### src/rtl/y86_pkg.sv
// Shared Y86-64 encodings for pipeline control: icodes, stat codes, FSM states.
// Latency: n/a (constants and pure functions only).
// Backpressure: n/a.
package y86_pkg;

  // Instruction codes
  localparam logic [3:0] HALT   = 4'h0;
  localparam logic [3:0] NOP    = 4'h1;
  localparam logic [3:0] RRMOVQ = 4'h2;
  localparam logic [3:0] IRMOVQ = 4'h3;
  localparam logic [3:0] RMMOVQ = 4'h4;
  localparam logic [3:0] MRMOVQ = 4'h5;
  localparam logic [3:0] OPQ    = 4'h6;
  localparam logic [3:0] JXX    = 4'h7;
  localparam logic [3:0] CALL   = 4'h8;
  localparam logic [3:0] RET    = 4'h9;
  localparam logic [3:0] PUSHQ  = 4'hA;
  localparam logic [3:0] POPQ   = 4'hB;

  // One-hot status codes {HLT,INS,AOK}
  localparam logic [2:0] AOK = 3'b001;
  localparam logic [2:0] INS = 3'b010;
  localparam logic [2:0] HLT = 3'b100;

  // "No register" id
  localparam logic [3:0] RNONE = 4'hF;

  // Two-bit state. HALTED and FAULT share encoding 3 (S_STOP): both are
  // terminal with identical control outputs, and proc_stat/timeout tell
  // them apart (HLT -> halted; INS or timeout -> fault).
  typedef enum logic [1:0] {
    S_RUN      = 2'd0,
    S_DRAINING = 2'd1,
    S_DRAINED  = 2'd2,
    S_STOP     = 2'd3
  } pipe_state_t;

  // Processor status latched when a non-AOK stat reaches writeback
  function automatic logic [2:0] stop_stat(input logic [2:0] w_stat);
    return (w_stat == HLT) ? HLT : INS;
  endfunction

endpackage

### src/rtl/pipe_sat_cnt.sv
// Saturating up-counter with synchronous clear (clear beats increment).
// Latency: count visible one cycle after inc/clr.
// Backpressure: none; holds at all-ones instead of wrapping.
module pipe_sat_cnt #(
  parameter int unsigned W = 32
) (
  input  logic         clk,
  input  logic         rst,
  input  logic         inc,
  input  logic         clr,
  output logic [W-1:0] cnt
);

  // Clear first, then increment unless already saturated
  always_ff @(posedge clk or posedge rst) begin
    if (rst)                     cnt <= '0;
    else if (clr)                cnt <= '0;
    else if (inc && cnt != '1)   cnt <= cnt + 1'b1;
  end

endmodule

### src/rtl/pipe_ctrl.sv
// Y86-64 pipeline control: hazard stall/bubble lines, run/drain/halt/fault FSM, watchdog, perf counters.
// Latency: stall/bubble/setcc combinational from stage fields; state, status and counters registered (1 cycle).
// Backpressure: stalls hold f/d/w registers; drain empties the pipe before DRAINED; HALTED/FAULT freeze until rst.
module pipe_ctrl #(
  parameter int unsigned CNT_W      = 32,
  parameter int unsigned WDOG_W     = 16,
  parameter int unsigned WDOG_LIMIT = 0,
  parameter logic [3:0]  RNONE      = 4'hF
) (
  input  logic             clk,
  input  logic             rst,
  input  logic [3:0]       d_icode,
  input  logic [3:0]       d_srcA,
  input  logic [3:0]       d_srcB,
  input  logic [3:0]       e_icode,
  input  logic [3:0]       e_dstM,
  input  logic             e_cnd,
  input  logic [3:0]       m_icode,
  input  logic [2:0]       m_stat,
  input  logic [2:0]       w_stat,
  input  logic [3:0]       w_icode,
  input  logic             drain_req,
  input  logic             resume_req,
  input  logic             cnt_clr,
  output logic             f_stall,
  output logic             d_stall,
  output logic             w_stall,
  output logic             d_bubble,
  output logic             e_bubble,
  output logic             m_bubble,
  output logic             setcc_en,
  output logic [2:0]       proc_stat,
  output logic [1:0]       state,
  output logic             timeout,
  output logic [CNT_W-1:0] cycle_cnt,
  output logic [CNT_W-1:0] retire_cnt,
  output logic [CNT_W-1:0] bubble_cnt,
  output logic [CNT_W-1:0] stall_cnt
);

  import y86_pkg::*;

  pipe_state_t       state_q;
  logic [WDOG_W-1:0] wdog;

  // Hazard terms from the stage fields
  logic lu, rt, mp, exc_m, exc_w, is_opq, pipe_empty, wdog_hit;

  assign lu = (e_icode == MRMOVQ || e_icode == POPQ) && (e_dstM != RNONE) &&
              (e_dstM == d_srcA || e_dstM == d_srcB);
  assign rt = (d_icode == RET) || (e_icode == RET) || (m_icode == RET);
  assign mp = (e_icode == JXX) && !e_cnd;
  assign exc_m  = (m_stat != AOK);
  assign exc_w  = (w_stat != AOK);
  assign is_opq = (e_icode == OPQ);
  assign pipe_empty = (d_icode == NOP) && (e_icode == NOP) &&
                      (m_icode == NOP) && (w_icode == NOP);

  // Fires on the cycle whose idle writeback would bring the count to the limit
  assign wdog_hit = (WDOG_LIMIT != 0) && (w_icode == NOP) &&
                    (wdog == WDOG_W'(WDOG_LIMIT - 1));

  // Stall/bubble/setcc decode; stall wins over bubble on the same register
  always_comb begin
    f_stall  = 1'b0;
    d_stall  = 1'b0;
    w_stall  = 1'b0;
    d_bubble = 1'b0;
    e_bubble = 1'b0;
    m_bubble = 1'b0;
    setcc_en = 1'b0;
    case (state_q)
      S_RUN: begin
        f_stall  = lu | rt;
        d_stall  = lu;
        d_bubble = (mp | (rt & !lu)) & !lu;
        e_bubble = mp | lu;
        m_bubble = exc_m | exc_w;
        w_stall  = exc_w;
        setcc_en = is_opq & !exc_m & !exc_w;
      end
      S_DRAINING: begin
        f_stall  = 1'b1;
        d_bubble = 1'b1;
        e_bubble = mp | lu;
        m_bubble = exc_m | exc_w;
        w_stall  = exc_w;
        setcc_en = is_opq & !exc_m & !exc_w;
      end
      default: begin
        f_stall = 1'b1;
        d_stall = 1'b1;
        w_stall = 1'b1;
      end
    endcase
  end

  // Run/drain/halt/fault state machine with status, timeout flag and watchdog
  always_ff @(posedge clk or posedge rst) begin
    if (rst) begin
      state_q   <= S_RUN;
      proc_stat <= AOK;
      timeout   <= 1'b0;
      wdog      <= '0;
    end else begin
      case (state_q)
        S_RUN: begin
          if (exc_w) begin
            state_q   <= S_STOP;
            proc_stat <= stop_stat(w_stat);
            wdog      <= '0;
          end else if (wdog_hit) begin
            state_q <= S_STOP;
            timeout <= 1'b1;
            wdog    <= '0;
          end else if (drain_req) begin
            state_q <= S_DRAINING;
            wdog    <= '0;
          end else if (w_icode != NOP) begin
            wdog <= '0;
          end else if (WDOG_LIMIT != 0 && wdog != WDOG_W'(WDOG_LIMIT)) begin
            wdog <= wdog + 1'b1;
          end
        end
        S_DRAINING: begin
          if (exc_w) begin
            state_q   <= S_STOP;
            proc_stat <= stop_stat(w_stat);
          end else if (pipe_empty) begin
            state_q <= S_DRAINED;
          end
        end
        S_DRAINED: begin
          if (resume_req && !drain_req) state_q <= S_RUN;
        end
        default: state_q <= S_STOP;
      endcase
    end
  end

  assign state = state_q;

  logic cyc_inc, ret_inc, stl_inc;
  assign cyc_inc = (state_q != S_STOP);
  assign ret_inc = (w_icode != NOP) && (w_stat == AOK) && !w_stall;
  assign stl_inc = f_stall && (state_q == S_RUN || state_q == S_DRAINING);

  pipe_sat_cnt #(.W(CNT_W)) u_cycle_cnt (
    .clk(clk), .rst(rst), .inc(cyc_inc),  .clr(cnt_clr), .cnt(cycle_cnt));
  pipe_sat_cnt #(.W(CNT_W)) u_retire_cnt (
    .clk(clk), .rst(rst), .inc(ret_inc),  .clr(cnt_clr), .cnt(retire_cnt));
  pipe_sat_cnt #(.W(CNT_W)) u_bubble_cnt (
    .clk(clk), .rst(rst), .inc(e_bubble), .clr(cnt_clr), .cnt(bubble_cnt));
  pipe_sat_cnt #(.W(CNT_W)) u_stall_cnt (
    .clk(clk), .rst(rst), .inc(stl_inc),  .clr(cnt_clr), .cnt(stall_cnt));

endmodule

### config.mk
export PLATFORM = sky130hd
export DESIGN_NAME = pipe_ctrl
export DESIGN_NICKNAME = d
export VERILOG_FILES = /design/src/rtl/y86_pkg.sv /design/src/rtl/pipe_sat_cnt.sv /design/src/rtl/pipe_ctrl.sv
export SDC_FILE = /design/constraint.sdc
export NUM_CORES = 1
export LEC_CHECK = 0
export BUFFER_PORTS_ARGS = -buffer_cell sky130_fd_sc_hd__buf_2
export CAP_MARGIN = 25
export CORE_AREA = 2 2 166 103
export CTS_CLUSTER_DIAMETER = 120
export DETAILED_ROUTE_END_ITERATION = 7
export DIE_AREA = 0 0 168 105
export MAX_ROUTING_LAYER = met4
export PLACE_DENSITY = 0.74
export SLEW_MARGIN = 20
export SYNTH_ARGS = -nofsm -noshare
export SYNTH_HDL_FRONTEND = slang
export SYNTH_SLANG_ARGS = --single-unit
### constraint.sdc
create_clock -name clk -period 6.1 [get_ports clk]
set_input_delay 0.305 -clock clk [delete_from_list [all_inputs] [get_ports clk]]
set_output_delay 0.305 -clock clk [all_outputs]
set_load 0.02 [all_outputs]
==> summary.md <==
| Metric | Value |
|---|---|
| Hold path startpoint | `drain_req` |
| Worst Hold Class | `in -> reg` |
| Synth area leader | `dfrtp_1` |
| Final WL | `20,240 um` |
| Cts repair resizes | `0` |
| Count of final setup violators | `0` |
| Htree depth | `4` |
| Max frequency | `323.6 MHz` |
| Yosys cell types | `60` |
| Top-area cell type share of the netlist area | `~44%` |
| Reg2Reg Depth | `6` |
| Die ar. | `17,640 um2` |
| CP required | `6.36 ns` |
| Flops & latches, synth | `approximately 130` |
| Vias per cell | `roughly 5.9` |
| Syn Inst Count | `around 830` |
| Max Buffers Root-to-Sink | `2` |
| Max incr delay on CP | `0.90 ns` |
| Hold Crit Depth | `3` |
| Tot GR Track Use | `23.61%` |
| Max IR drop VDD | `0.1703 mV` |
| Post-synth ARST share | `between 90% and 100%` |
| First drt pass iteration count | `5` |
| Post-synthesis sequential area ratio | `44.48%` |
| Num CTS Buffers | `17` |
| Leak Pwr | `slightly above 4 nW` |
| Total congestion overflow | `0` |
| Synthesized cell area | `7485 um2` |
| CTS tree | `done` |
| Ys flop type | `dfrtp_1` |
| RR Endpoint | `u_retire_cnt.cnt[25]` |
| Ports | `around 180` |
| R2R Path Start | `state[1]` |
| # nets final | `between 1k and 1.5k` |
| CP Class | `reg -> reg` |
| Setup TNS | `0 ns` |
| Worst hold slack | `0.1474 ns` |
| CP startpoint kind | `flip-flop` |
| Ant diodes | `0` |
| Crit path max-delay cell type | `or4b_1` |
| End of the worst hold path | `state[1]` |
| CP delay by family, top | `simple AND/OR/NAND/NOR gates` |
| Post-synth EDFFs | `0` |
| Final Max Tran Viols | `0` |
| CP max FO | `22` |
| Layout cell share with drive strength beyond 1 | `about a quarter` |
| Slew margin rel. | `between 30% and 40%` |
| YS warnings | `0` |
| Via Count | `7,120` |
| Power after layout | `slightly above 2 mW` |
| Global-route wire length before repair | `between 30,000 and 40,000 um` |
| Core area | `around 16,000 um2` |
| Clk_lat worst skew | `0.41 ns` |
| WP buf/inv | `0` |
| Vias in the first global route | `roughly 6.4k` |
| Die Span Y | `105 um` |
| Average wire per standard cell | `16.65 um` |
| Initial antenna violation count | `0` |
| Clk slew on worst S/H paths | `around 0.06 ns` |
| Syn_area_per_cell | `between 8 and 9 um2` |
| Initial Util | `46.81%` |
| Largest net degree at the start of global routing | `approximately 70` |
| Clock tree sinks | `about 130` |
| DR iter-0 viols | `590` |
| Final period util | `approximately half` |
| Unrepaired setup endpoints after global routing | `false` |
| DP Wirelength | `roughly 14,000 um` |
| Worst Tran Pin Value | `0.9277 ns` |
| Antenna viol nets, final | `0` |
| Rows | `36` |
| Maxcap violations | `0` |
| Final Hold Viols | `0` |
| Die width | `168 um` |
| Clock root buffer | `clkbuf_16` |
| Post-layout minimum cycle time | `3.091 ns` |
| Layout area overhead | `22.50%` |
| Post-Syn Nets | `approximately 880` |
| Critical Path AT | `3.35 ns` |
| Critical path capture point type | `flip-flop` |
| PortBufs | `179` |
| CP Cell Sequence | `or4b_1, nor3_4, nand3_1, nor3b_1, xnor2_1, nor2_1` |
| Largest cells by area after synthesis | `dfrtp_1 (44%), a21oi_1 (4.8%), or3_1 (4.3%)` |
| Run status | `finished, final reports clean` |
| Worst reg-to-reg setup slack | `3.01 ns` |
| Pwr Density | `224.1 nW/um2` |
| # DRC | `0` |
| Setup Skew | `0.01366 ns` |
| Fin util | `57.34%` |
| GPL Wtd Cong | `0.8123` |
==> worst min-delay path: stages <==
cell and delay (ns):
buf_2 0.09, o21ai_0 0.08, nand2_1 0.05
==> synthesized netlist by cell type (7+ instances only) <==
master      n
nor4_1     10
nand3_1    51
or4_1      18
xnor2_1    27
o21ai_1    14
and3_1     23
a21oi_1    72
nor2_1     77
o21ai_0    38
or3_1      52
and4_1     19
inv_1      13
nand2_1    60
dfrtp_1   132
o31ai_1    15
xor2_1     34
nor2b_1     7
clkbuf_1   34
nor3_1     22
nand4_1    33
==> state kept, by name, summed over array words and instances, names as in the netlist <==
| signal | count |
|---|---|
| u_cycle_cnt.cnt | 32 |
| proc_stat | 3 |
| state | 2 |
| u_bubble_cnt.cnt | 32 |
| u_stall_cnt.cnt | 32 |
| u_retire_cnt.cnt | 32 |
==> how the worst max path moves through the flow <==
stage                        start                   end  slack, ns  depth (start not counted)
after floorplan                rst          proc_stat[1]       2.24                          1
after global placement    state[1]  u_retire_cnt.cnt[25]       3.12                          6
after detailed placement  state[1]  u_retire_cnt.cnt[25]       3.07                          6
after CTS                 state[1]  u_retire_cnt.cnt[25]       3.05                          6
after global routing      state[1]  u_retire_cnt.cnt[25]       2.80                          6
final                     state[1]  u_retire_cnt.cnt[25]       3.01                          6
==> power by group <==
group | internal (mW) | switching, mW | total [mW]
clock network | 0.690 | 0.412 | 1.10
logic | 0.0186 | 0.0509 | 0.0695
registers | 0.883 | 0.000307 | 0.883
==> routing by layer <==
layer	global-route usage (%)	up-vias	part of all wire, %
met1	36.23	3468	50
li1	-	3387	-
met5	-	-	0
met4	4.534	0	0.59
met2	32.38	254	42
met3	4.242	11	7.2
==> layout make-up <==
| cell class | instances | area [um2] |
|---|---|---|
| fillers | 1450 | 6822 |
| clock buffers | 18 | 429.2 |
| multi-input cells | 645 | 3930 |
| inverters | 13 | 53.80 |
| well taps | 209 | 261.5 |
| repair buffers | 184 | 965.9 |
| flip-flops and latches | 133 | 3329 |
| clock inverters | 14 | 198.9 |
==> per-stage QoR <==
step	cell area, um2	cells	setup WS, ns
4_1_cts	9169	1216	3.046
3_5_place_dp	8531	1183	3.075
6_report	9169	1216	3.009
2_1_floorplan	7485	833	2.242
3_3_place_gp	8488	1181	3.117
5_1_grt	9169	1216	2.801
==> cells by family (layout without fill, tap and decap cells) <==
| kind of cell | after synthesis | in the layout | share of synthesized area [%] |
|---|---|---|---|
| compound gates | 162 | 162 | 12.76 |
| xor+xnor | 61 | 61 | 7.138 |
| fa+ha+maj | 4 | 4 | 0.6687 |
| buf+inv | 55 | 229 | 3.093 |
| flops | 133 | 133 | 44.48 |
| mux | 5 | 5 | 0.7355 |
| other cells | 1 | 1 | 0.05010 |
| simple gates | 412 | 412 | 31.08 |
==> timing repair <==
| item | 4_1_cts | 5_1_grt |
|---|---|---|
| endpoints found under the hold margin | 8 | 0 |
| setup buffers | 0 | 0 |
| hold buffers | 1 | 0 |
==> cells in the final DEF (no fill, tap or decap), types with 33 or more instances in the layout <==
cell / n
xor2_1: 34
nand4_1: 33
nor2_1: 77
nand2_1: 60
o21ai_0: 38
a21oi_1: 72
or3_1: 52
nand3_1: 51
dfrtp_1: 132
buf_2: 178
Note: power is estimated with default switching activity, not from simulation.
